$ cat config.mk
export PLATFORM = sky130hd
export DESIGN_NAME = mult_ctrl
export DESIGN_NICKNAME = d
export VERILOG_FILES = /design/src/rtl/mdu_pkg.sv /design/src/rtl/mult_ctrl_mul.sv /design/src/rtl/mult_ctrl.sv
export SDC_FILE = /design/constraint.sdc
export NUM_CORES = 1
export LEC_CHECK = 0
export BUFFER_PORTS_ARGS = -buffer_cell sky130_fd_sc_hd__buf_4
export CORE_MARGIN = 4
export CORE_UTILIZATION = 30
export CTS_BUF_LIST = sky130_fd_sc_hd__clkbuf_8
export DETAILED_ROUTE_END_ITERATION = 6
export PLACE_DENSITY = 0.56
export SYNTH_ARGS = -nofsm -noshare
export SYNTH_HDL_FRONTEND = slang
export SYNTH_SLANG_ARGS = --single-unit
$ cat constraint.sdc
create_clock -name clk -period 4.5 [get_ports clk]
set_clock_uncertainty 0.15 [all_clocks]
set_input_delay 0.225 -clock clk [delete_from_list [all_inputs] [get_ports clk]]
set_output_delay 0.225 -clock clk [all_outputs]
set_load 0.1 [all_outputs]
$ cat src/rtl/mdu_pkg.sv
// mdu_pkg: shared encodings and helpers for the HI/LO multiply unit
package mdu_pkg;

    typedef enum logic [1:0] {
        OP_MULT  = 2'b00,
        OP_MULTU = 2'b01,
        OP_MTHI  = 2'b10,
        OP_MTLO  = 2'b11
    } op_e;

    typedef enum logic [1:0] {
        ST_IDLE  = 2'b00,
        ST_START = 2'b01,
        ST_BUSY  = 2'b10
    } state_e;

    localparam int MUL_CYCLES = 32;

    // Turns the signed high word into the unsigned one; the low word is identical for both.
    function automatic logic [31:0] unsigned_hi(input logic [31:0] hi_s, input logic [31:0] a,
                                                input logic [31:0] b);
        return hi_s + (a[31] ? b : 32'd0) + (b[31] ? a : 32'd0);
    endfunction

endpackage

$ cat src/rtl/mult_ctrl_mul.sv
// mult_ctrl_mul: iterative 32x32 signed shift-add multiplier, one bit per cycle, no reset
module mult_ctrl_mul
    import mdu_pkg::*;
(
    input  logic        clk,
    input  logic        start,
    input  logic [31:0] multiplier,
    input  logic [31:0] multiplicand,
    output logic        ready,
    output logic [63:0] product
);

    logic [32:0] acc_hi;
    logic [31:0] acc_lo;
    logic [31:0] mcand;
    logic [5:0]  cnt;
    logic [32:0] addend;
    logic [32:0] sum;

    assign ready   = (cnt == 6'd0);
    assign product = {acc_hi[31:0], acc_lo};

    // The multiplier's sign bit carries negative weight, so the last step subtracts.
    always_comb begin
        addend = acc_lo[0] ? (cnt == 6'd1 ? -{mcand[31], mcand} : {mcand[31], mcand}) : 33'd0;
        sum    = acc_hi + addend;
    end

    // Load on start while idle, then add-and-shift right once per cycle.
    always_ff @(posedge clk) begin
        if (start && ready) begin
            acc_hi <= 33'd0;
            acc_lo <= multiplier;
            mcand  <= multiplicand;
            cnt    <= 6'(MUL_CYCLES);
        end else if (!ready) begin
            {acc_hi, acc_lo} <= {sum[32], sum, acc_lo[31:1]};
            cnt              <= cnt - 6'd1;
        end
    end

endmodule

$ cat src/rtl/mult_ctrl.sv
// mult_ctrl: HI/LO unit control -- MULT/MULTU sequencing, MTHI/MTLO writes and MFHI/MFLO reads
module mult_ctrl
    import mdu_pkg::*;
(
    input  logic        clk,
    input  logic        rst_n,
    input  logic        op_valid,
    input  logic [1:0]  op_code,
    input  logic [31:0] rs_val,
    input  logic [31:0] rt_val,
    input  logic        mf_req,
    input  logic        mf_sel,
    output logic [31:0] mf_data,
    output logic        stall,
    output logic        busy
);

    state_e      state, state_nx;
    logic [31:0] hi, lo, a, b;
    logic        uns;
    logic        is_mul;
    logic        mul_start, mul_ready;
    logic [63:0] mul_prod;

    assign is_mul  = (op_code == OP_MULT) || (op_code == OP_MULTU);
    assign busy    = (state != ST_IDLE);
    assign stall   = busy && (op_valid || mf_req);
    assign mf_data = mf_sel ? hi : lo;

    mult_ctrl_mul u_mul (
        .clk          (clk),
        .start        (mul_start),
        .multiplier   (a),
        .multiplicand (b),
        .ready        (mul_ready),
        .product      (mul_prod)
    );

    // Next state: START waits for the multiplier to be free, BUSY waits for its result.
    always_comb begin
        state_nx  = state;
        mul_start = 1'b0;
        case (state)
            ST_IDLE:  state_nx = (op_valid && is_mul) ? ST_START : ST_IDLE;
            ST_START: begin
                mul_start = 1'b1;
                state_nx  = mul_ready ? ST_BUSY : ST_START;
            end
            ST_BUSY:  state_nx = mul_ready ? ST_IDLE : ST_BUSY;
            default:  state_nx = ST_IDLE;
        endcase
    end

    // State, operand latches and HI/LO; ops are only taken in IDLE, results only leave BUSY.
    always_ff @(posedge clk) begin
        if (!rst_n) begin
            state <= ST_IDLE;
            hi    <= 32'd0;
            lo    <= 32'd0;
            a     <= 32'd0;
            b     <= 32'd0;
            uns   <= 1'b0;
        end else begin
            state <= state_nx;
            if (state == ST_IDLE && op_valid) begin
                if (op_code == OP_MTHI) hi <= rs_val;
                if (op_code == OP_MTLO) lo <= rs_val;
                if (is_mul) begin
                    a   <= rs_val;
                    b   <= rt_val;
                    uns <= (op_code == OP_MULTU);
                end
            end
            if (state == ST_BUSY && mul_ready) begin
                hi <= uns ? unsigned_hi(mul_prod[63:32], a, b) : mul_prod[63:32];
                lo <= mul_prod[31:0];
            end
        end
    end

endmodule

* Yosys cells after proc, flatten, opt, wreduce, memory -nomap -nowiden
Cells that the tools add are included.
** Storage, ports and cells
- Register bits :: 233
- Latch bits :: 0
- Bits in writable memories :: 0
- Bits in read-only memories :: 0
- Input bits :: 71
- Output and inout bits :: 34
- Logic and storage cells :: 58
- Memories :: 0
** Operators by class
- Add/sub/neg operators :: 5
- Multipliers :: 0
- Div/mod/pow operators :: 0
- $lt $le $gt $ge :: 0
- Equal/unequal tests :: 7
- Shifts and indexed selects :: 0
- Mux-type cells :: 19
- Bitwise gates (word level) :: 0
- Reductions and logical operators :: 17
** Operators with widths (number)
- 32-bit 2-to-1 mux :: 12
- 33-bit 2-to-1 mux :: 2
- 32-bit adder :: 2
- 33-bit adder :: 1
- 33-bit negator :: 1
- 2-bit nonzero test :: 4
- 2-bit equality test (second input constant) :: 3
- 6-bit by 1-bit equality test with 1-bit output (second input constant) :: 1
- 6-bit zero test :: 1
- 2-bit case mux with 3 select lines :: 1
- 2-bit AND reduction :: 3
- 6-bit by 1-bit subtractor with 6-bit output (second input constant) :: 1
- 1-bit logical AND :: 5
- 2-bit by 1-bit equality test with 1-bit output (second input constant) :: 2
- 2-bit zero test :: 2
- 2-bit 2-to-1 mux :: 2
- 1-bit logical OR :: 2
- 1-bit 2-to-1 mux :: 2
- 2-bit by 1-bit inequality test with 1-bit output (second input constant) :: 1

* Depth between registers and ports, before layout
- Depth in word-level cells :: 6
- Gate-level depth with buffers :: 20
- Mapped depth without buffers :: 19

* By module
From an unflattened synthesis, not the netlist that was laid out.
** Second synthesis, totals
- Cells, all modules :: 1623
- Area, all modules :: 14893.0 um^2
** Modules (own cells, without submodules)
- mult_ctrl :: instances 1, cells an instance 1002, area an instance 8722.1 um^2, sequential area each 2622.5 um^2
- mult_ctrl_mul :: instances 1, cells an instance 621, area an instance 6170.9 um^2, sequential area each 2682.6 um^2

* Worst setup path before layout
Ideal clock, no wire load.
- Path kind :: reg-to-reg
- Start point :: reg u_mul.mcand[2]
- End point :: reg u_mul.acc_hi[29]
- Library setup time :: 0.178 ns
- Arrival :: 3.847 ns
- Required time :: 4.172 ns
- Slack :: 0.325 ns
- Stages on the path, launching flop included :: 18
- Path buffers :: 0
- Clock period less this slack :: 4.175 ns
- Path through :: edfxtp_1 or3_4 nor4_4 nand2_2 nor3_2 a21oi_1 xor2_1 and2_1 ha_1 and4_4 and3_1 a32oi_1 a41oi_1 o2111ai_2 or3b_1 a21oi_1 xor2_1 o22ai_1
** On the way
- Cells in the longest elaborated chain, start to end :: 4
** Ends and longest elaborated chain
- from (decl) :: line mult_ctrl_mul.sv:15 : logic [31:0] mcand;
- from (signal assigned) :: line mult_ctrl_mul.sv:34 : mcand <= multiplicand;
- 33-bit negator :: line mult_ctrl_mul.sv:25 : addend = acc_lo[0] ? (cnt == 6'd1 ? -{mcand[31], mcand} : {mcand[31], mcand}) : 33'd0;
- 33-bit 2-to-1 mux * (2 in a row) :: line mult_ctrl_mul.sv:25
- 33-bit adder * :: line mult_ctrl_mul.sv:26 : sum = acc_hi + addend;
- to (signal assigned) :: line mult_ctrl_mul.sv:37 : {acc_hi, acc_lo} <= {sum[32], sum, acc_lo[31:1]};
- to (decl) :: line mult_ctrl_mul.sv:13 : logic [32:0] acc_hi;
Mark *: on every way between the ends. The rest lies on a longest branch, timed or not.
A chain may end at the register's enable or synchronous reset.

* Final worst setup path
- Start point :: reg u_mul.mcand[3]
- End point :: reg, netlist name u_mul.acc_hi[31]
** On the way
- Cells in the longest elaborated chain, start to end :: 4
** Ends and longest elaborated chain (line)
- 33-bit negator :: mult_ctrl_mul.sv:25
- 33-bit 2-to-1 mux * (2 in a row) :: mult_ctrl_mul.sv:25
- 33-bit adder * :: mult_ctrl_mul.sv:26
Marks and branches as above.

==> results by group <==
Yosys
  • Most numerous cell in the Yosys netlist: nand2_1
  • Synth top area share: 22.9%
  • Post-synth ARST share: 0%
  • Cells after synthesis: 1699
  • Netlist cell types: 82
  • Post-synth EDFFs: 64
  • Dominant cells by area after synthesis: dfxtp_1 23%, edfxtp_1 13%, nand2_1 10%, ha_1 5.6%, mux2i_1 4.5%
  • Post-Synthesis Net Count: 1869
  • Syn_area_per_cell: 8.71 um2
  • Synthesized flop and latch total: 233
  • Synthesized cell area: 14800 um2
  • Synth area leader: dfxtp_1
  • Ys flop type: dfxtp_1
  • Top cells by count, synth: 393 x nand2_1, 169 x dfxtp_1, 109 x inv_1
  • Sequential area share after synthesis: 35.9%
  • YS warnings: 0

STA
  • Worst-Margin Slew: 1.08 ns
  • Hold Slack: 0.0165 ns
  • Final slew viol count: 0
  • Min Tclk post-route: between 4 and 5 ns
  • Final WS setup: 0.0665 ns
  • Worst slew margin: 27.6%
  • Final Setup Violations: 0
  • Max Clk Rate: about 230 MHz
  • Final hold vios: 0
  • Period utilization: 98.5%
  • Unrepaired setup endpoints after global routing: true

CTS
  • Max clock buf depth: 3
  • CTS H-tree lvls: 2
  • Clock latency reported for the late side of the worst-skew pair: 0.57 ns
  • Total CTS buffers: 42
  • CTS tree: done
  • Clock sink count: 233
  • Clock transition at the registers of the reported paths: 0.06 ns
  • Root Driver: clkbuf_8

Power and ir drop
  • PD cells: 506 nW/um2
  • P_leak: approximately 8.6 nW
  • Peak supply drop: 189 uV

Critical path
  • Worst EP arrival: roughly 4.8 ns
  • Crit-path max FO: 4
  • CP Capture Type: flop
  • Critical Path Source Type: flop
  • FF-to-FF Start: u_mul.mcand[3]$_DFFE_PP_
  • Crit path required time: 4.85 ns
  • Crit path kind: flop to flop
  • Critical path startpoint: u_mul.mcand[3]$_DFFE_PP_

GRT
  • Grt total ovfl: 0
  • Largest net degree at the start of global routing: 92
  • First-pass GRT wire length: 66700 um
  • All-Layer GR Usage: approximately 15%
  • Vias in the first global route: 12200
  • Initial antenna violation count: 1

Floorplan
  • Top Ports: 105
  • Die height: 230 um
  • DIE AREA: 52900 um2
  • Number of core rows: 81
  • Initial Util: 30.3%
  • Die width: 230 um
  • Core footprint: just under 50000 um2

Hold path
  • Worst hold path type: input port to flop
  • Hold_sp: op_code[1]

Layout
  • Area grow syn2layout: 25.3%
  • Share of layout cells above drive strength 1: 17.7%
  • Number of nets in the layout: between 2000 and 2500

Placement
  • Setup slack at placement: -0.00658 ns
  • Post-DP HPWL: 31000 um
  • Gp weighted congestion: between 0.9 and 1
  • Port Buffers: around 100

Route
  • DR WL met2: 18800 um
  • Detailed-route via count: around 13000
  • WL final: 42500 um
  • Max Used Layer: met4
  • Detail Route Antenna Nets: 0
  • Router iterations before antenna repair: 5
  • Met1 WL: 20900 um
  • Vias per cell: 4.81
  • WL per Instance: 16.3 um
  • Drt drc: 0
  • Met3 WL post-DR: around 1800 um
  • 1st-iter DRT viols: just under 600

Run
  • Total of max-cap violations: 0

Status
  • Status: finished, final reports clean
-- placed cells by master, fill, tap and decap left out, types with 6 or more instances in the layout --
master and n:
a21boi_0 68, a21o_1 30, a21oi_1 55, a21oi_2 12
a31oi_1 11, and2_1 29, and3_1 19, buf_4 158
clkbuf_8 49, clkinv_1 6, clkinv_2 8, dfxtp_1 168
dlygate4sd3_1 88, edfxtp_1 64, fa_1 33, ha_1 61
inv_1 119, mux2_2 42, mux2i_1 67, nand2_1 393
nand2b_1 13, nand3_1 12, nand4_1 10, nor2_1 47
nor2b_1 7, nor3_1 19, o211a_1 38, o211ai_1 12
o21a_1 10, o21ai_0 45, o21ai_1 11, o21bai_1 7
o22ai_1 29, o31ai_1 8, or3_1 9, xnor2_1 40
xor2_1 38
-- final timing paths --
| path | depth (start not counted) | slack (ns) | end |
|---|---|---|---|
| worst max-delay path | 20 | 0.07 | u_mul.acc_hi[31]$_SDFFE_PP0P_ |
| worst min register to register | 0 | 0.31 | u_mul.mcand[24]$_DFFE_PP_ |
| worst min-delay path | 4 | 0.02 | b[29]$_SDFFE_PN0P_ |
| worst max register to register | 20 | 0.07 | u_mul.acc_hi[31]$_SDFFE_PP0P_ |
-- report_power, final --
part	internal, mW	total [mW]	leakage, nW	switching [mW]
clock network	1.16	2.07	0.494	0.907
logic	1.90	4.30	6.07	2.40
registers	2.65	3.01	2.03	0.357
-- worst max-delay path, stage by stage (launching register included) --
cell	delay [ns]
edfxtp_1	0.39
or3_4	0.42
nor4_4	0.40
nand2_2	0.15
nor3_4	0.23
a21oi_2	0.09
xor2_1	0.15
and2_4	0.16
ha_4	0.28
and4_4	0.24
and3_4	0.21
buf_4	0.11
nand4_4	0.11
a41oi_4	0.28
o2111ai_2	0.16
buf_4	0.16
nand3b_1	0.07
a31oi_1	0.09
xnor2_1	0.14
or3_1	0.30
o21ai_1	0.07
-- routing by layer --
layer  vias up  GRT usage, %
met5         -             0
met4         0          4.20
met3        65          2.25
met2       263          24.6
met1      5918          21.7
li1       6276             -
-- what timing repair did --
action,CTS,global route
endpoints found under the hold margin,128,0
buffers inserted,0,11
hold buffers,88,0
pin swaps,0,28
endpoints found under the setup margin,1,7
resized for setup,1,50
-- state kept, by name, summed over array words and instances, names as in the netlist --
name	flops
a	32
b	32
hi	32
lo	32
u_mul.acc_hi	32
u_mul.acc_lo	32
u_mul.mcand	32
u_mul.cnt	6
state	2
uns	1
-- layout make-up --
| type | instances | area [um2] |
|---|---|---|
| tap | 664 | 831 |
| clock inverter | 28 | 194 |
| multi-input combinational | 1266 | 9000 |
| antenna | 2 | 5.00 |
| sequential | 233 | 5310 |
| inverter | 110 | 413 |
| timing repair buffer | 249 | 2110 |
| clock buffer | 49 | 674 |
| fill | 5021 | 30300 |
-- stage by stage --
| stage | total power, mW | util, % | cell area (um2) | std cells | TNS (ns) |
|---|---|---|---|---|---|
| 6_report | 9.38 | 37.9 | 18500 | 2601 | 0 |
| 5_1_grt | 10.1 | 37.9 | 18500 | 2600 | -0.476 |
| 2_1_floorplan | 5.89 | - | 14800 | 1699 | 0 |
| 3_5_place_dp | 6.93 | 33.7 | 16400 | 2423 | -0.00658 |
| 4_1_cts | 9.12 | 37.3 | 18200 | 2588 | 0 |
| 3_3_place_gp | 6.84 | 33.7 | 16400 | 2423 | 0 |
-- cells by family after synthesis --
logic type / Yosys count / share of synthesized area (%)
xor+xnor: 78 / 4.62
mux: 109 / 7.73
simple gates: 602 / 18.4
flops: 233 / 35.9
compound gates: 378 / 18.2
buf+inv: 200 / 5.10
fa+ha+maj: 99 / 10.0
Power figures use the tool's default switching activity.
